## config.mk

```make
export PLATFORM = sky130hd
export DESIGN_NAME = bcd_seq_counter
export DESIGN_NICKNAME = d
export VERILOG_FILES = /design/src/rtl/bcd_seq_counter.sv
export SDC_FILE = /design/constraint.sdc
export NUM_CORES = 1
export LEC_CHECK = 0
export ABC_AREA = 0
export BUFFER_PORTS_ARGS = -buffer_cell sky130_fd_sc_hd__buf_2
export CORE_MARGIN = 2
export CORE_UTILIZATION = 45
export CTS_CLUSTER_DIAMETER = 200
export CTS_CLUSTER_SIZE = 28
export DETAILED_ROUTE_END_ITERATION = 10
export GPL_TIMING_DRIVEN = 0
export PLACE_DENSITY_LB_ADDON = 0.2
export SLEW_MARGIN = 20
export SYNTH_ARGS = -nofsm -noshare
export SYNTH_HDL_FRONTEND = slang
export SYNTH_SLANG_ARGS = --single-unit
```

## constraint.sdc

```tcl
create_clock -name clk -period 3 [get_ports clk]
set_clock_uncertainty 0.15 [all_clocks]
set_input_delay 0 -clock clk [delete_from_list [all_inputs] [get_ports clk]]
set_output_delay 0 -clock clk [all_outputs]
set_load 0.02 [all_outputs]
```

## src/rtl/bcd_seq_counter.sv

```systemverilog
// bcd_seq_counter: two-digit BCD up/down counter with prescaled stepping.
// A prescaler divides clk into count steps; each step moves the BCD value
// one position through [MIN_VAL, MAX_VAL] in the up_dn direction, wrapping
// at the range ends. start/stop run or halt stepping; load forces a clamped
// value.
// Ports:
//   clk       system clock, rising edge
//   rst       asynchronous reset, active-low
//   start     pulse: enter RUN
//   stop      pulse: enter STOP (wins over start)
//   up_dn     1 = count up, 0 = count down
//   load      pulse: load clamped load_val (wins over a step)
//   load_val  binary load value 0..127
//   tens      BCD tens digit (registered)
//   ones      BCD ones digit (registered)
//   tick      one-cycle pulse with each new step/load value
//   wrap      one-cycle pulse with tick when a step wrapped
//   running   1 while in RUN
module bcd_seq_counter #(
    parameter int unsigned CLK_DIV = 25000000,
    parameter int unsigned MIN_VAL = 0,
    parameter int unsigned MAX_VAL = 14
) (
    input  logic       clk,
    input  logic       rst,
    input  logic       start,
    input  logic       stop,
    input  logic       up_dn,
    input  logic       load,
    input  logic [6:0] load_val,
    output logic [3:0] tens,
    output logic [3:0] ones,
    output logic       tick,
    output logic       wrap,
    output logic       running
);

    localparam int unsigned PW = (CLK_DIV > 2) ? $clog2(CLK_DIV) : 1;
    localparam logic [PW-1:0] PRE_LAST = PW'(CLK_DIV - 1);
    localparam logic [3:0] MIN_T = 4'(MIN_VAL / 10);
    localparam logic [3:0] MIN_O = 4'(MIN_VAL % 10);
    localparam logic [3:0] MAX_T = 4'(MAX_VAL / 10);
    localparam logic [3:0] MAX_O = 4'(MAX_VAL % 10);
    localparam logic [6:0] MIN_B = 7'(MIN_VAL);
    localparam logic [6:0] MAX_B = 7'(MAX_VAL);

    // Elaboration-time parameter sanity check
    if (CLK_DIV < 2 || MIN_VAL > MAX_VAL || MAX_VAL > 99) begin : g_param_check
        $error("bcd_seq_counter: illegal CLK_DIV/MIN_VAL/MAX_VAL");
    end

    typedef enum logic {
        ST_STOP = 1'b0,
        ST_RUN  = 1'b1
    } state_t;

    state_t        state;
    state_t        state_next;
    logic [PW-1:0] presc;
    logic [PW-1:0] presc_next;
    logic          step_c;
    logic [3:0]    step_tens;
    logic [3:0]    step_ones;
    logic          step_wrap;
    logic [6:0]    clamped;
    logic [6:0]    rem;
    logic [3:0]    ld_tens;
    logic [3:0]    ld_ones;

    // State register
    always_ff @(posedge clk or negedge rst) begin
        if (!rst) begin
            state <= ST_STOP;
        end else begin
            state <= state_next;
        end
    end

    // Next state, step enable and prescaler update
    always_comb begin
        state_next = state;
        step_c     = 1'b0;
        presc_next = '0;
        case (state)
            ST_STOP: begin
                if (start) begin
                    state_next = ST_RUN;
                end
            end
            ST_RUN: begin
                if (stop) begin
                    state_next = ST_STOP;
                end else begin
                    step_c = (presc == PRE_LAST);
                    if (!step_c && !load) begin
                        presc_next = presc + PW'(1);
                    end
                end
            end
            default: state_next = ST_STOP;
        endcase
    end

    // Next BCD value for a step, with wrap at the range ends
    always_comb begin
        step_tens = tens;
        step_ones = ones;
        step_wrap = 1'b0;
        if (up_dn) begin
            if (tens == MAX_T && ones == MAX_O) begin
                step_tens = MIN_T;
                step_ones = MIN_O;
                step_wrap = 1'b1;
            end else if (ones == 4'd9) begin
                step_ones = 4'd0;
                step_tens = tens + 4'd1;
            end else begin
                step_ones = ones + 4'd1;
            end
        end else begin
            if (tens == MIN_T && ones == MIN_O) begin
                step_tens = MAX_T;
                step_ones = MAX_O;
                step_wrap = 1'b1;
            end else if (ones == 4'd0) begin
                step_ones = 4'd9;
                step_tens = tens - 4'd1;
            end else begin
                step_ones = ones - 4'd1;
            end
        end
    end

    // Clamp load_val, then binary-to-BCD by weighted compare/subtract (80/40/20/10)
    always_comb begin
        clamped = load_val;
        if (load_val <= MIN_B) begin
            clamped = MIN_B;
        end else if (load_val >= MAX_B) begin
            clamped = MAX_B;
        end
        rem     = clamped;
        ld_tens = 4'd0;
        if (rem >= 7'd80) begin
            rem     = rem - 7'd80;
            ld_tens = ld_tens | 4'd8;
        end
        if (rem >= 7'd40) begin
            rem     = rem - 7'd40;
            ld_tens = ld_tens | 4'd4;
        end
        if (rem >= 7'd20) begin
            rem     = rem - 7'd20;
            ld_tens = ld_tens | 4'd2;
        end
        if (rem >= 7'd10) begin
            rem     = rem - 7'd10;
            ld_tens = ld_tens | 4'd1;
        end
        ld_ones = rem[3:0];
    end

    // Datapath and output registers
    always_ff @(posedge clk or negedge rst) begin
        if (!rst) begin
            presc   <= '0;
            tens    <= MIN_T;
            ones    <= MIN_O;
            tick    <= 1'b0;
            wrap    <= 1'b0;
            running <= 1'b0;
        end else begin
            presc   <= presc_next;
            running <= (state_next == ST_RUN);
            tick    <= load | step_c;
            wrap    <= !load && step_c && step_wrap;
            if (load) begin
                tens <= ld_tens;
                ones <= ld_ones;
            end else if (step_c) begin
                tens <= step_tens;
                ones <= step_ones;
            end
        end
    end

endmodule

```

# Word-level counts from Yosys, hierarchy flattened

Index checks and enable logic that the tools add are counted.

Flip-flop bits (word level): 36
Output and inout bits: 11
Logic and storage cells: 75

Muxes and demuxes: 35
Bitwise operators: 2
Equality and inequality tests: 5
Reductions and logical operators: 12
Magnitude comparators: 6
Add/subtract/negate cells: 9

Operators with widths:

| operator                | number |
|---|---|
| $mux W25                | 3 |
| $mux W4                 | 16 |
| $mux W7                 | 5 |
| $add A25 B1 Y25 const B | 1 |
| $eq A25 B25 Y1 const B  | 1 |
| $ge A7 B4 Y1 const B    | 2 |
| $add A4 B1 Y4 const B   | 2 |
| $logic_not A4 Y1        | 2 |
| $mux W1                 | 8 |
| $sub A4 B1 Y4 const B   | 2 |
| $ge A7 B5 Y1 const B    | 1 |
| $ge A7 B6 Y1 const B    | 1 |
| $ge A7 B7 Y1 const B    | 1 |
| $le A7 B1 Y1 const B    | 1 |
| $sub A7 B5 Y7 const B   | 1 |
| $sub A7 B6 Y7 const B   | 1 |
| $sub A7 B7 Y7 const B   | 1 |
| $logic_and A1 B1 Y1     | 5 |
| $eq A4 B1 Y1 const B    | 1 |
| $eq A4 B3 Y1 const B    | 1 |
| $eq A4 B4 Y1 const B    | 1 |
| $ne A4 B1 Y1 const B    | 1 |
| $reduce_bool A4 Y1      | 1 |
| $sub A4 B4 Y4 const B   | 1 |
| 8 further kinds         | 9 |

# Longest topological paths before layout

Gate-level depths: netlist of run 1.

Depth after elaboration: 12
Gate-level depth with buffers: 8
Gate-level depth less buffers: 7

# Worst setup path after synthesis of run 1

Ideal clock, no wire load.

Path type: register -> register
From: reg tens[1]
To: reg tens[3]
Arrival time: 1925 ps
Stages on the path, launching flop included: 8
Clock period less this slack: 2201 ps
Data required time: 2724 ps
Setup slack: 799 ps
Cell sequence: dfrtp_1 -> inv_1 -> ha_1 -> and4bb_1 -> nand3_1 -> a2111oi_4 -> nor3b_1 -> a311o_1

Word-level cells in the longest chain between the ends: 6

Ends and longest elaborated chain:

| item                                        | RTL line | text |
|---|---|---|
| from (decl)                                 | 31       | `output logic [3:0] tens,` |
| from (signal assigned)                      | 178      | `tens <= ld_tens;` |
| from (signal assigned)                      | 181      | `tens <= step_tens;` |
| $sub A4 B1 Y4, or another cell as far along | 127      | `step_tens = tens - 4'd1;` |
| $mux W4, or another cell as far along       | 125      | `end else if (ones == 4'd0) begin` |
| $mux W4, on equally long branches           | 121, 110 |  |
| $mux W4                                     | 109      | `if (up_dn) begin` |
| $mux W4                                     | 180      | `end else if (step_c) begin` |
| $mux W4                                     | 177      | `if (load) begin` |

Several ways; a longest one is shown, not always the timed one. The select of a mux whose other input is x is not followed.
A chain may end at the register's enable or synchronous reset.

# Worst setup path in the final report of run 1

From: reg tens[0]
To: reg tens[3]

The elaborated chain is that of the path after synthesis.

==> flow_summary.rst, run 1 <==
.. list-table::
   :header-rows: 1

   * - Metric
     - Value
   * - Top-count cell post-synth
     - sky130_fd_sc_hd__nor2_1
   * - Worst setup path endpoint
     - tens[3]
   * - Fraction of the mapped netlist area in adder cells
     - 0.0330
   * - Root cell of the clock tree
     - sky130_fd_sc_hd__clkbuf_8
   * - Register bit total from synthesis
     - 36
   * - Total number of clock tree sinks
     - 36
   * - HPWL after detailed placement
     - 3340 µm
   * - Final period util
     - 0.831
   * - Maximum number of pins on one net before global-route repair
     - 37
   * - Pwr dens
     - 397 nW/µm²
   * - Insertion delay to the later sink of the worst-skew pair
     - 0.30 ns
   * - Startpoint of the most critical register-to-register path
     - tens[0]
   * - Final setup violating endpoints
     - 0
   * - Kind of capture point of the worst setup path
     - register
   * - Combined global-route utilization of all metal layers
     - 0.189
   * - CTS buffer count
     - 5
   * - # IOs
     - 24
   * - Number of DRC violations after detailed routing
     - 0
   * - Worst path arrival time
     - 2.52 ns
   * - Endpoint of the worst register-to-register path
     - tens[3]
   * - Synth-to-Final Area Change
     - 16.1%
   * - Routed wire length
     - 4970 µm
   * - Share of Yosys cell area claimed by the top area cell type
     - 0.396
   * - Lkg Pwr
     - 0.00110 µW
   * - Buffers from clock root to sink, at most
     - 2
   * - Critical path startpoint category
     - register
   * - Quantity of gates resized following cts
     - 0
   * - Final hold violation count
     - 0
   * - Maximum clock rate
     - 401 MHz
   * - Die H
     - 75.1 µm
   * - Shortest clock period the worst path allows after layout
     - 2.49 ns
   * - Number of antenna diodes
     - 0
   * - Layout fillers
     - 445
   * - Avg WL per Cell
     - 14.2 µm
   * - Cells after Synth
     - 247
   * - Synthesized-area fraction occupied by xor and xnor cells
     - 0.100
   * - Multiplexer area fraction after synthesis
     - 0.00936
   * - Top flip-flop cell by instance count after synthesis
     - sky130_fd_sc_hd__dfrtp_1
   * - Number of max-capacitance violations reported
     - 0
   * - Clk slew on worst S/H paths
     - 0.07 ns
   * - Site Rows
     - 25
   * - Clock network power share
     - 0.407
   * - Worst slew slack as a fraction of its limit
     - 0.462
   * - Sequential share of the synthesized area
     - 0.396
   * - Final ANT Viol Nets
     - 0
   * - Starting density of the core
     - 0.475
   * - Setup slack of the worst register-to-register path
     - 0.51 ns
   * - Post-synthesis simple-gate area fraction
     - 0.289
   * - Routability cong.
     - 0.846
   * - Relative contribution of combinational cells to total power
     - 0.117
   * - Share of async-settable or async-resettable flops after synthesis
     - 1.00
   * - Worst VDD drop
     - 0.245 mV
   * - Placeable core area
     - 4790 µm²
   * - Internal portion of total power
     - 783 µW
   * - Largest cells by area after synthesis
     - sky130_fd_sc_hd__dfrtp_1, sky130_fd_sc_hd__xor2_1, sky130_fd_sc_hd__nor2_1
   * - Number of antenna violations at the first check in global routing
     - 0
   * - Sw Share
     - 0.253
   * - Number of flops mapped to enable cells by yosys
     - 0
   * - Worst path required time
     - 3.03 ns
   * - Cell Area, Synth
     - 2270 µm²
   * - Sw power
     - 266 µW
   * - Iter 0 DRT Violations
     - 98
   * - Synth Area in Compound Gates
     - 0.128
   * - Crit Path Class
     - reg -> reg
   * - Largest fanout on the critical path
     - 8
   * - Setup fix buffers added after clock tree synthesis
     - 0
   * - Core occupancy in the finished layout
     - 0.551
   * - Unrepaired setup endpoints after global routing
     - false
   * - H-tree Lvls
     - 2
   * - Result of the run
     - completed
   * - Ys Warns
     - 0
   * - Via total after detailed routing
     - 1,940
   * - Top cell type by total area after synthesis
     - sky130_fd_sc_hd__dfrtp_1
   * - Share of power burned in registers
     - 0.476
   * - Worst Max-Slew Pin Slew
     - 0.807 ns
   * - Max Slew Vio Count
     - 0
   * - Die Area
     - 5630 µm²
   * - Class of the tightest hold or removal check
     - in -> reg
   * - Fraction of final layout cells with drive strength greater than 1
     - 0.158
   * - Origin of the worst setup path
     - tens[0]
   * - Number of distinct library cells after synthesis
     - 54
   * - Drt pass-1 iters
     - 4
   * - Final net count
     - 302
   * - First-pass GRT wire length
     - 8000 µm
   * - Total global routing overflow
     - 0
   * - Number of cell instances on the worst register-to-register path
     - 7
   * - Ranking of synthesized cells by instance count
     - sky130_fd_sc_hd__nor2_1, sky130_fd_sc_hd__dfrtp_1, sky130_fd_sc_hd__xor2_1
   * - Vias in the first global route
     - 1,782
   * - Net count of the mapped netlist
     - 266
   * - Post-Syn Area per Cell
     - 9.20 µm²
   * - Main combinational cell family by area after synthesis
     - simple AND/OR/NAND/NOR gates
   * - Per-cell via count in the routed design
     - 5.53
   * - Die width
     - 75.1 µm
   * - Clock tree from TritonCTS
     - done
   * - Total negative slack for setup checks
     - 0 ns
   * - Number of buffer cells added on primary ports
     - 23
[cell families (layout without fill, tap and decap cells)]
group,count (synthesis),in the layout
flops,36,36
simple gates,117,117
fa+ha+maj,6,6
buf+inv,22,59
mux,2,2
compound gates,38,38
xor+xnor,26,26
[area by class of cell]
cell class / count / area (µm²) / area share
inverter: 8 / 30.0 / 0.0114
multi-input combinational: 189 / 1270 / 0.482
clock buffer: 6 / 72.6 / 0.0275
timing repair buffer: 29 / 175 / 0.0664
tap: 67 / 83.8 / 0.0318
sequential: 36 / 901 / 0.341
clock inverter: 2 / 35.0 / 0.0133
buffer: 14 / 68.8 / 0.0261
[placed cells by master, fill, tap and decap left out, drive strengths merged, types with 4 or more instances in the layout]
master,count
nor2,39
dfrtp,36
buf,30
xor2,19
nand2,17
nand3,13
clkbuf,13
nand4,10
inv,8
xnor2,7
and4,6
nor3,6
ha,6
dlygate4sd3,6
a21oi,6
o21ai,6
a211oi,5
nor4,4
[through the flow]
step	area, µm²	total power, µW	hold slack (ns)	worst slack [ns]	instances
after floorplan	2270	581	-0.446	0.799	247
after global routing	2640	1100	0.0387	0.343	351
after detailed placement	2470	624	-0.00470	0.561	337
after global placement	2470	624	-0.00934	0.556	337
final	2640	1050	0.0187	0.508	351
after CTS	2640	1060	0.00688	0.530	351
[registers in the layout, summed over array words and instances, names as in the netlist]
register / flops
wrap: 1
tens: 4
tick: 1
running: 1
ones: 4
presc: 25
[what timing repair did]
item | CTS | global route
endpoints found under the setup margin | 0 | 0
hold endpoints to repair | 40 | 0
hold buffers | 6 | 0
[power by group through the flow]
stage | Clock (µW) | Sequential, µW | Combinational (µW)
3_3_place_gp | 0 | 508 | 116
5_1_grt | 463 | 500 | 136
2_1_floorplan | 0 | 516 | 64.8
4_1_cts | 438 | 499 | 123
3_5_place_dp | 0 | 509 | 116
6_report | 427 | 499 | 122
[worst max-delay path, stage by stage, from the launching register on]
cell	delay, ns
sky130_fd_sc_hd__dfrtp_1	0.49
sky130_fd_sc_hd__inv_1	0.13
sky130_fd_sc_hd__ha_1	0.15
sky130_fd_sc_hd__nor3b_1	0.53
sky130_fd_sc_hd__a31oi_1	0.25
sky130_fd_sc_hd__nor2b_1	0.18
sky130_fd_sc_hd__o2111a_1	0.22
sky130_fd_sc_hd__a311o_1	0.27
[layer usage]
| layer | part of all wire | track usage | up-vias | routed length, µm |
|---|---|---|---|---|
| met3 | 0.045 | 0.0535 | 8 | 223 |
| met2 | 0.48 | 0.317 | 46 | 2390 |
| li1 | - | - | 956 | - |
| met1 | 0.46 | 0.232 | 930 | 2290 |
| met5 | 0 | 0 | - | 0 |
| met4 | 0.014 | 0.0714 | 0 | 68 |
[how the worst min path moves through the flow]
| stage | start | end | slack (ns) | depth (start not counted) |
|---|---|---|---|---|
| floorplan | rst | ones[0] | -0.45 | 0 |
| global placement | rst | presc[4] | -0.009 | 1 |
| detailed placement | rst | presc[4] | -0.005 | 1 |
| CTS | load_val[1] | ones[1] | 0.007 | 4 |
| global route | load_val[1] | ones[1] | 0.04 | 4 |
| finish | load_val[1] | ones[1] | 0.02 | 4 |
Power figures use the tool's default switching activity.
==> inputs of run 2 (changes only) <==
ABC_AREA = 1   (was 0)
clock period = 2.2 ns   (was 3 ns; I/O delays follow)
==> run 2 against run 1 <==
  * Synthesized area increased by 13%
  * Clock-buffer cell count decreased by 1
  * Sequential cell count did not move
  * Sequential power increased by 40%
  * Final cell count grew 38%
  * Register-to-register slack worse by 0.23 ns
  * Combinational power is 89% higher
  * Die area up 12%
  * Setup slack worse by 0.23 ns
  * Global-route usage rose by 1.3 points
==> flow_summary.rst, run 2 <==
.. list-table::
   :header-rows: 1

   * - Metric
     - Value
   * - Routability cong.
     - 0.907 (+7.2%)
   * - Largest cells by area after synthesis
     - sky130_fd_sc_hd__dfrtp_1, sky130_fd_sc_hd__nand2_1, sky130_fd_sc_hd__nor2_1
   * - Ys Warns
     - 0 (unchanged)
   * - Registers with the most flip-flops
     - presc x25, ones x4, tens x4
   * - Register bit total from synthesis
     - 36 (unchanged)
   * - Starting density of the core
     - 0.466 (-0.00920)
   * - First-pass GRT wire length
     - 10,100 µm (+27%)
   * - Combined global-route utilization of all metal layers
     - 0.202 (+0.0125)
   * - Die width
     - 79.5 µm (+5.9%)
   * - Net count of the mapped netlist
     - 397 (+49%)
   * - Site Rows
     - 27 (+8.0%)
   * - Worst slew slack as a fraction of its limit
     - 0.463 (+0.00107)
   * - Top-count cell post-synth
     - sky130_fd_sc_hd__nand2_1
   * - Ranking of synthesized cells by instance count
     - sky130_fd_sc_hd__nand2_1, sky130_fd_sc_hd__nor2_1, sky130_fd_sc_hd__inv_1
   * - Met2 track demand over resource in global routing
     - 0.324 (+0.00761)
   * - Cell Area, Synth
     - 2560 µm² (+13%)
   * - Clock tree from TritonCTS
     - done
   * - Top reg by flops
     - presc
   * - Final period util
     - 0.873 (+0.0420)
   * - CTS buffer count
     - 5 (unchanged)
   * - Top cell type by total area after synthesis
     - sky130_fd_sc_hd__dfrtp_1
   * - Number of distinct library cells after synthesis
     - 32 (-41%)
   * - Worst path required time
     - 2.23 ns (-0.80 ns)
   * - Kind of capture point of the worst setup path
     - register
   * - Result of the run
     - completed
   * - Lkg Pwr
     - 0.00147 µW (+34%)
   * - Final net count
     - 432 (+43%)
   * - Number of hold-repair buffers added at the cts stage
     - 6 (unchanged)
   * - H-tree Lvls
     - 2 (unchanged)
   * - Root cell of the clock tree
     - sky130_fd_sc_hd__clkbuf_8
   * - Sequential share of the synthesized area
     - 0.351 (-0.0451)
   * - Final worst slack
     - 0.280 ns (-0.228 ns)
   * - Total global routing overflow
     - 0 (unchanged)
   * - Share of async-settable or async-resettable flops after synthesis
     - 1.00 (unchanged)
   * - Maximum number of pins on one net before global-route repair
     - 37 (unchanged)
   * - Number of flip-flops under the largest register name
     - 25 (unchanged)
   * - Iter 0 DRT Violations
     - 134 (+37%)
   * - Worst path arrival time
     - 1.95 ns (-0.57 ns)
   * - Number of antenna diodes
     - 0 (unchanged)
   * - Total negative slack for setup checks
     - 0 ns (unchanged)
   * - Clk slew on worst S/H paths
     - 0.07 ns (about the same)
   * - Synth-to-Final Area Change
     - 14.5%
   * - Cells after Synth
     - 378 (+53%)
   * - Number of DRC violations after detailed routing
     - 0 (unchanged)
   * - Class of the tightest hold or removal check
     - in -> reg
   * - Number of antenna violations at the first check in global routing
     - 0 (unchanged)
   * - Via total after detailed routing
     - 2,414 (+24%)
   * - Drt pass-1 iters
     - 4 (unchanged)
   * - Final ANT Viol Nets
     - 0 (unchanged)
   * - Number of buffer cells added on primary ports
     - 22 (-4.3%)
   * - Insertion delay to the later sink of the worst-skew pair
     - 0.29 ns (about the same)
   * - Crit Path Class
     - reg -> reg
   * - Die Area
     - 6320 µm² (+12%)
   * - Fraction of final layout cells with drive strength greater than 1
     - 0.143 (-0.0159)
   * - M3 GR Usage
     - 0.0351 (-0.0185)
   * - Max Slew Vio Count
     - 0 (unchanged)
   * - Worst setup slack before clock tree synthesis
     - 0.285 ns (-0.275 ns)
   * - Buffers from clock root to sink, at most
     - 2 (unchanged)
   * - Setup fix buffers added after clock tree synthesis
     - 0 (unchanged)
   * - HPWL after detailed placement
     - 4510 µm (+35%)
   * - Per-cell via count in the routed design
     - 4.97 (-10%)
   * - Layout fillers
     - 556 (+25%)
   * - Worst Max-Slew Pin Slew
     - 0.805 ns (-0.00161 ns)
   * - Critical path startpoint category
     - register
   * - Pwr dens
     - 516 nW/µm² (+30%)
   * - Quantity of gates resized following cts
     - 0 (unchanged)
   * - Routed wire length
     - 5820 µm (+17%)
   * - Vias in the first global route
     - 2,322 (+30%)
   * - # IOs
     - 24 (unchanged)
   * - Top flip-flop cell by instance count after synthesis
     - sky130_fd_sc_hd__dfrtp_1
   * - Die H
     - 79.5 µm (+5.9%)
   * - Unrepaired setup endpoints after global routing
     - false
   * - Total number of clock tree sinks
     - 36 (unchanged)
   * - Final hold violation count
     - 0 (unchanged)
   * - Layer with the highest usage after global routing
     - met2
   * - Post-Syn Area per Cell
     - 6.78 µm² (-26%)
   * - Worst VDD drop
     - 0.211 mV (-14%)
   * - Commonest non-fill, non-tap cell in the layout
     - sky130_fd_sc_hd__nand2_1
   * - Maximum clock rate
     - 521 MHz (+30%)
   * - Global Route met1 Usage
     - 0.278 (+0.0455)
   * - Shortest clock period the worst path allows after layout
     - 1.92 ns (-0.572 ns)
   * - Largest fanout on the critical path
     - 5 (-3)
   * - Final setup violating endpoints
     - 0 (unchanged)
   * - Avg WL per Cell
     - 12.0 µm (-15%)
   * - Placeable core area
     - 5510 µm² (+15%)
   * - Number of flops mapped to enable cells by yosys
     - 0 (unchanged)
   * - Most used cells in the layout excluding fill and tap cells
     - sky130_fd_sc_hd__nand2_1, sky130_fd_sc_hd__nor2_1, sky130_fd_sc_hd__inv_1, sky130_fd_sc_hd__nand3_1, sky130_fd_sc_hd__dfrtp_1
   * - Share of Yosys cell area claimed by the top area cell type
     - 0.351 (-0.0451)
   * - Number of max-capacitance violations reported
     - 0 (unchanged)
run 2: routing by layer:
layer | vias up | share of wire
met5 | - | 0
met2 | 49 | 0.44
met3 | 6 | 0.048
met4 | 0 | 0.012
met1 | 1096 | 0.50
li1 | 1263 | -
run 2: area by class of cell:
| class | instances | area [µm²] | share of cell area |
|---|---|---|---|
| well taps | 72 | 90.1 | 0.0307 |
| inverters | 54 | 203 | 0.0691 |
| multi-input cells | 283 | 1430 | 0.488 |
| repair buffers | 28 | 170 | 0.0580 |
| clock inverters | 3 | 42.5 | 0.0145 |
| flip-flops and latches | 36 | 901 | 0.307 |
| clock buffers | 5 | 68.8 | 0.0234 |
| plain buffers | 5 | 28.8 | 0.00980 |
run 2: path summary, 6_finish.rpt:
path                                   to      from  slack (ns)  cells after the start
max in group asynchronous         tens[0]       rst        1.21                      2
worst min-delay path              tens[3]     up_dn       0.007                      5
worst max register to register    tens[2]   tens[1]        0.28                     10
min in group asynchronous       presc[22]       rst        0.18                      2
worst min register to register   presc[0]  presc[0]        0.38                      1
worst max-delay path              tens[2]   tens[1]        0.28                     10
run 2: through the flow:
step	util	hold slack, ns	cell area, µm²	instances	power [µW]
3_5_place_dp	0.502	-0.0106	2760	472	934
5_1_grt	0.533	0.0427	2940	486	1600
4_1_cts	0.533	0.00457	2940	486	1530
6_report	0.533	0.00712	2940	486	1520
3_3_place_gp	0.502	-0.00899	2760	472	932
2_1_floorplan	-	-0.446	2560	378	859
run 2: kinds of logic (layout without fill, tap and decap cells):
family	Yosys count	after routing	synth area share
AND/OR/NAND/NOR	239	239	0.430
buffers and inverters	59	95	0.0903
flip-flops	36	36	0.351
AO/OA/AOI/OAI	24	24	0.0508
XOR/XNOR	14	14	0.0478
adder cells (fa/ha/maj)	6	6	0.0293
run 2: power by group:
part	total, µW	switching [µW]	leakage, µW	internal [µW]
clock network	586	251	0.0000541	335
logic	230	149	0.000929	81.0
registers	700	22.1	0.000489	678
total	1520	422	0.00147	1090
run 2: critical path, stage by stage, from the launching register on:
cell and delay (ns):
sky130_fd_sc_hd__dfrtp_1 0.43, sky130_fd_sc_hd__inv_1 0.14, sky130_fd_sc_hd__ha_1 0.15, sky130_fd_sc_hd__nor3b_1 0.20, sky130_fd_sc_hd__nand2_1 0.18, sky130_fd_sc_hd__nand3_2 0.12, sky130_fd_sc_hd__nand2_2 0.07, sky130_fd_sc_hd__inv_1 0.05
sky130_fd_sc_hd__nand3_1 0.15, sky130_fd_sc_hd__nand3_1 0.12, sky130_fd_sc_hd__nand2_1 0.06
==> inputs of run 3 (changes only) <==
CORE_ASPECT_RATIO = 2   (was unset)
==> run 3 against run 2 <==
  * The flow now finishes with violations (negative hold slack)
  * Non-clock buffer count decreased by 1
  * Combinational power about the same
  * Setup slack got worse by 0.091 ns
  * Sequential power about the same
  * Largest cell class unchanged
==> flow_summary.rst, run 3 (synthesis gave the netlist of run 2 again) <==
.. list-table::
   :header-rows: 1

   * - Metric
     - Value
   * - Relative contribution of combinational cells to total power
     - 0.146 (-0.006)
   * - Insertion delay to the later sink of the worst-skew pair
     - 0.30 ns (about the same)
   * - Vias in the first global route
     - 2,348 (+1.1%)
   * - Buffers from clock root to sink, at most
     - 2 (unchanged)
   * - Failing checks
     - negative hold slack
   * - Worst Max-Slew Pin Slew
     - 0.802 ns (-0.00339 ns)
   * - Avg WL per Cell
     - 13.3 µm (+11%)
   * - Clock network power share
     - 0.409 (+0.023)
   * - Total number of clock tree sinks
     - 36 (unchanged)
   * - Placeable core area
     - 5470 µm² (-0.70%)
   * - Share of power burned in registers
     - 0.445 (-0.017)
   * - HPWL after detailed placement
     - 5060 µm (+12%)
   * - Number of antenna violations at the first check in global routing
     - 0 (unchanged)
   * - Site Rows
     - 38 (+41%)
   * - Synth-to-Final Area Change
     - 14.1%
   * - Critical path's most frequent cell
     - sky130_fd_sc_hd__nand3_1
   * - Worst VDD drop
     - 0.413 mV (+96%)
   * - Number of DRC violations after detailed routing
     - 0 (unchanged)
   * - Commonest non-fill, non-tap cell in the layout
     - sky130_fd_sc_hd__nand2_1
   * - Iter 0 DRT Violations
     - 90 (-33%)
   * - Pwr dens
     - 539 nW/µm² (+4.5%)
   * - Sw power
     - 420 µW (-0.52%)
   * - Root cell of the clock tree
     - sky130_fd_sc_hd__clkbuf_8
   * - Routability cong.
     - 0.943 (+4.0%)
   * - Maximum number of pins on one net before global-route repair
     - 37 (unchanged)
   * - Die H
     - 111 µm (+39%)
   * - Via total after detailed routing
     - 2,442 (+1.2%)
   * - # IOs
     - 24 (unchanged)
   * - Worst path required time
     - 2.24 ns (about the same)
   * - Number of cell instances on the worst register-to-register path
     - 8 (-2)
   * - Unrepaired setup endpoints after global routing
     - false
   * - Hold Crit Depth
     - 7 (+2)
   * - Kind of capture point of the worst setup path
     - register
   * - Slowest cell on crit path
     - sky130_fd_sc_hd__dfrtp_1
   * - Largest fanout on the critical path
     - 6 (+1)
   * - Combined global-route utilization of all metal layers
     - 0.212 (+0.0100)
   * - Number of buffer cells added on primary ports
     - 22 (unchanged)
   * - Clock tree from TritonCTS
     - done
   * - Crit-path cells
     - ha_1 > inv_1 > nor3_4 > nand3_1 > nor2_1 > nand3_1 > nand3_1 > nand2_1
   * - Layout fillers
     - 556 (unchanged)
   * - Biggest cell delay along the critical path
     - 0.43 ns (about the same)
   * - H-tree Lvls
     - 2 (unchanged)
   * - Number of antenna diodes
     - 0 (unchanged)
   * - Final net count
     - 431 (-0.23%)
   * - Total negative slack for setup checks
     - 0 ns (unchanged)
   * - Final hold violation count
     - 1 (+1)
   * - Top reg by flops
     - presc
   * - Number of flip-flops under the largest register name
     - 25 (unchanged)
   * - Registers with the most flip-flops
     - presc x25, ones x4, tens x4
   * - Maximum clock rate
     - 497 MHz (-4.5%)
   * - Fraction of final layout cells with drive strength greater than 1
     - 0.143 (+0.000345)
   * - Final setup violating endpoints
     - 0 (unchanged)
   * - Die width
     - 57.4 µm (-28%)
   * - Worst path arrival time
     - 2.05 ns (+0.10 ns)
   * - Number of hold-repair buffers added at the cts stage
     - 5 (-1)
   * - Routed wire length
     - 6290 µm (+8.1%)
   * - Final ANT Viol Nets
     - 0 (unchanged)
   * - Quantity of gates resized following cts
     - 0 (unchanged)
   * - Shortest clock period the worst path allows after layout
     - 2.01 ns (+0.0913 ns)
   * - Critical path buffers and inverters
     - 1 (-1)
   * - Setup fix buffers added after clock tree synthesis
     - 0 (unchanged)
   * - Sw Share
     - 0.266 (-0.0123)
   * - Total global routing overflow
     - 0 (unchanged)
   * - Internal portion of total power
     - 1160 µW (+5.9%)
   * - CTS buffer count
     - 5 (unchanged)
   * - Result of the run
     - finished with violations
   * - Lkg Pwr
     - 0.00148 µW (+0.25%)
   * - First-pass GRT wire length
     - 10,500 µm (+3.3%)
   * - Cell depth of the worst setup path
     - 8 (-2)
   * - Critical path startpoint category
     - register
   * - Max Slew Vio Count
     - 0 (unchanged)
   * - Post-Route Hold Slack
     - -0.00560 ns (-0.0127 ns)
   * - Final period util
     - 0.914 (+0.0415)
   * - Clk slew on worst S/H paths
     - 0.07 ns (about the same)
   * - Per-cell via count in the routed design
     - 5.16 (+3.9%)
   * - Worst slew slack as a fraction of its limit
     - 0.465 (+0.00226)
   * - Starting density of the core
     - 0.469 (+0.00330)
   * - Number of max-capacitance violations reported
     - 0 (unchanged)
   * - Crit Path Class
     - reg -> reg
   * - Pwr Total
     - 1580 µW (+4.1%)
   * - Die Area
     - 6350 µm² (+0.57%)
   * - Most used cells in the layout excluding fill and tap cells
     - sky130_fd_sc_hd__nand2_1, sky130_fd_sc_hd__nor2_1, sky130_fd_sc_hd__inv_1, sky130_fd_sc_hd__nand3_1, sky130_fd_sc_hd__dfrtp_1
   * - Drt pass-1 iters
     - 4 (unchanged)
   * - Family with the most delay on the worst path
     - simple AND/OR/NAND/NOR gates
   * - Class of the tightest hold or removal check
     - in -> reg
==> run 3: cell count changes in the layout (fill, tap and decap cells not counted), sizes merged <==
cell / delta
clkinvlp: -1
clkbuf: +2
dlygate4sd3: -1
clkinv: -1
==> run 3: power by group through the flow <==
stage | sequential, µW | clock, µW | combinational, µW
after floorplan | 729 | 0 | 130
after global placement | 715 | 0 | 220
after detailed placement | 714 | 0 | 223
after CTS | 702 | 657 | 233
after global routing | 706 | 685 | 265
final | 702 | 646 | 230
==> run 3: final cells by class <==
type / instances / area (µm²) / area share
Buffer: 5 / 28.8 / 0.00984
Clock buffer: 7 / 96.3 / 0.0329
Clock inverter: 1 / 30.0 / 0.0103
Inverter: 54 / 203 / 0.0693
Multi-Input combinational cell: 283 / 1430 / 0.489
Sequential cell: 36 / 901 / 0.308
Tap cell: 60 / 75.1 / 0.0257
Timing Repair Buffer: 27 / 160 / 0.0547
==> run 3: worst register-to-register path, delay by kind of cell (launching register included) <==
family	cells	cell delay, ns
flip-flops	1	0.43
adder cells (fa/ha/maj)	1	0.24
AND/OR/NAND/NOR	6	0.99
buffers and inverters	1	0.09
==> run 3: stage by stage <==
stage	util	worst slack, ns	area, µm²	std cells
after floorplan	-	0.468	2560	378
after global placement	0.503	0.220	2750	460
after detailed placement	0.503	0.228	2750	460
after CTS	0.535	0.205	2930	473
after global routing	0.535	0.0403	2930	473
final	0.535	0.189	2930	473
==> run 3: worst paths after layout <==
check | endpoint | start | slack, ns
setup / recovery | tens[1] | presc[0] | 0.19
hold / removal | ones[0] | load_val[0] | -0.006
setup reg to reg | tens[1] | presc[0] | 0.19
hold reg to reg | presc[0] | presc[0] | 0.38
max in group asynchronous | presc[15] | rst | 1.21
min in group asynchronous | presc[3] | rst | 0.17
==> run 3: layer usage <==
metal | global-route usage | wire (µm) | vias to the layer above
met4 | 0.124 | 316 | 0
li1 | - | - | 1258
met2 | 0.396 | 3590 | 49
met3 | 0.0292 | 153 | 20
met5 | 0 | 0 | -
met1 | 0.207 | 2230 | 1115
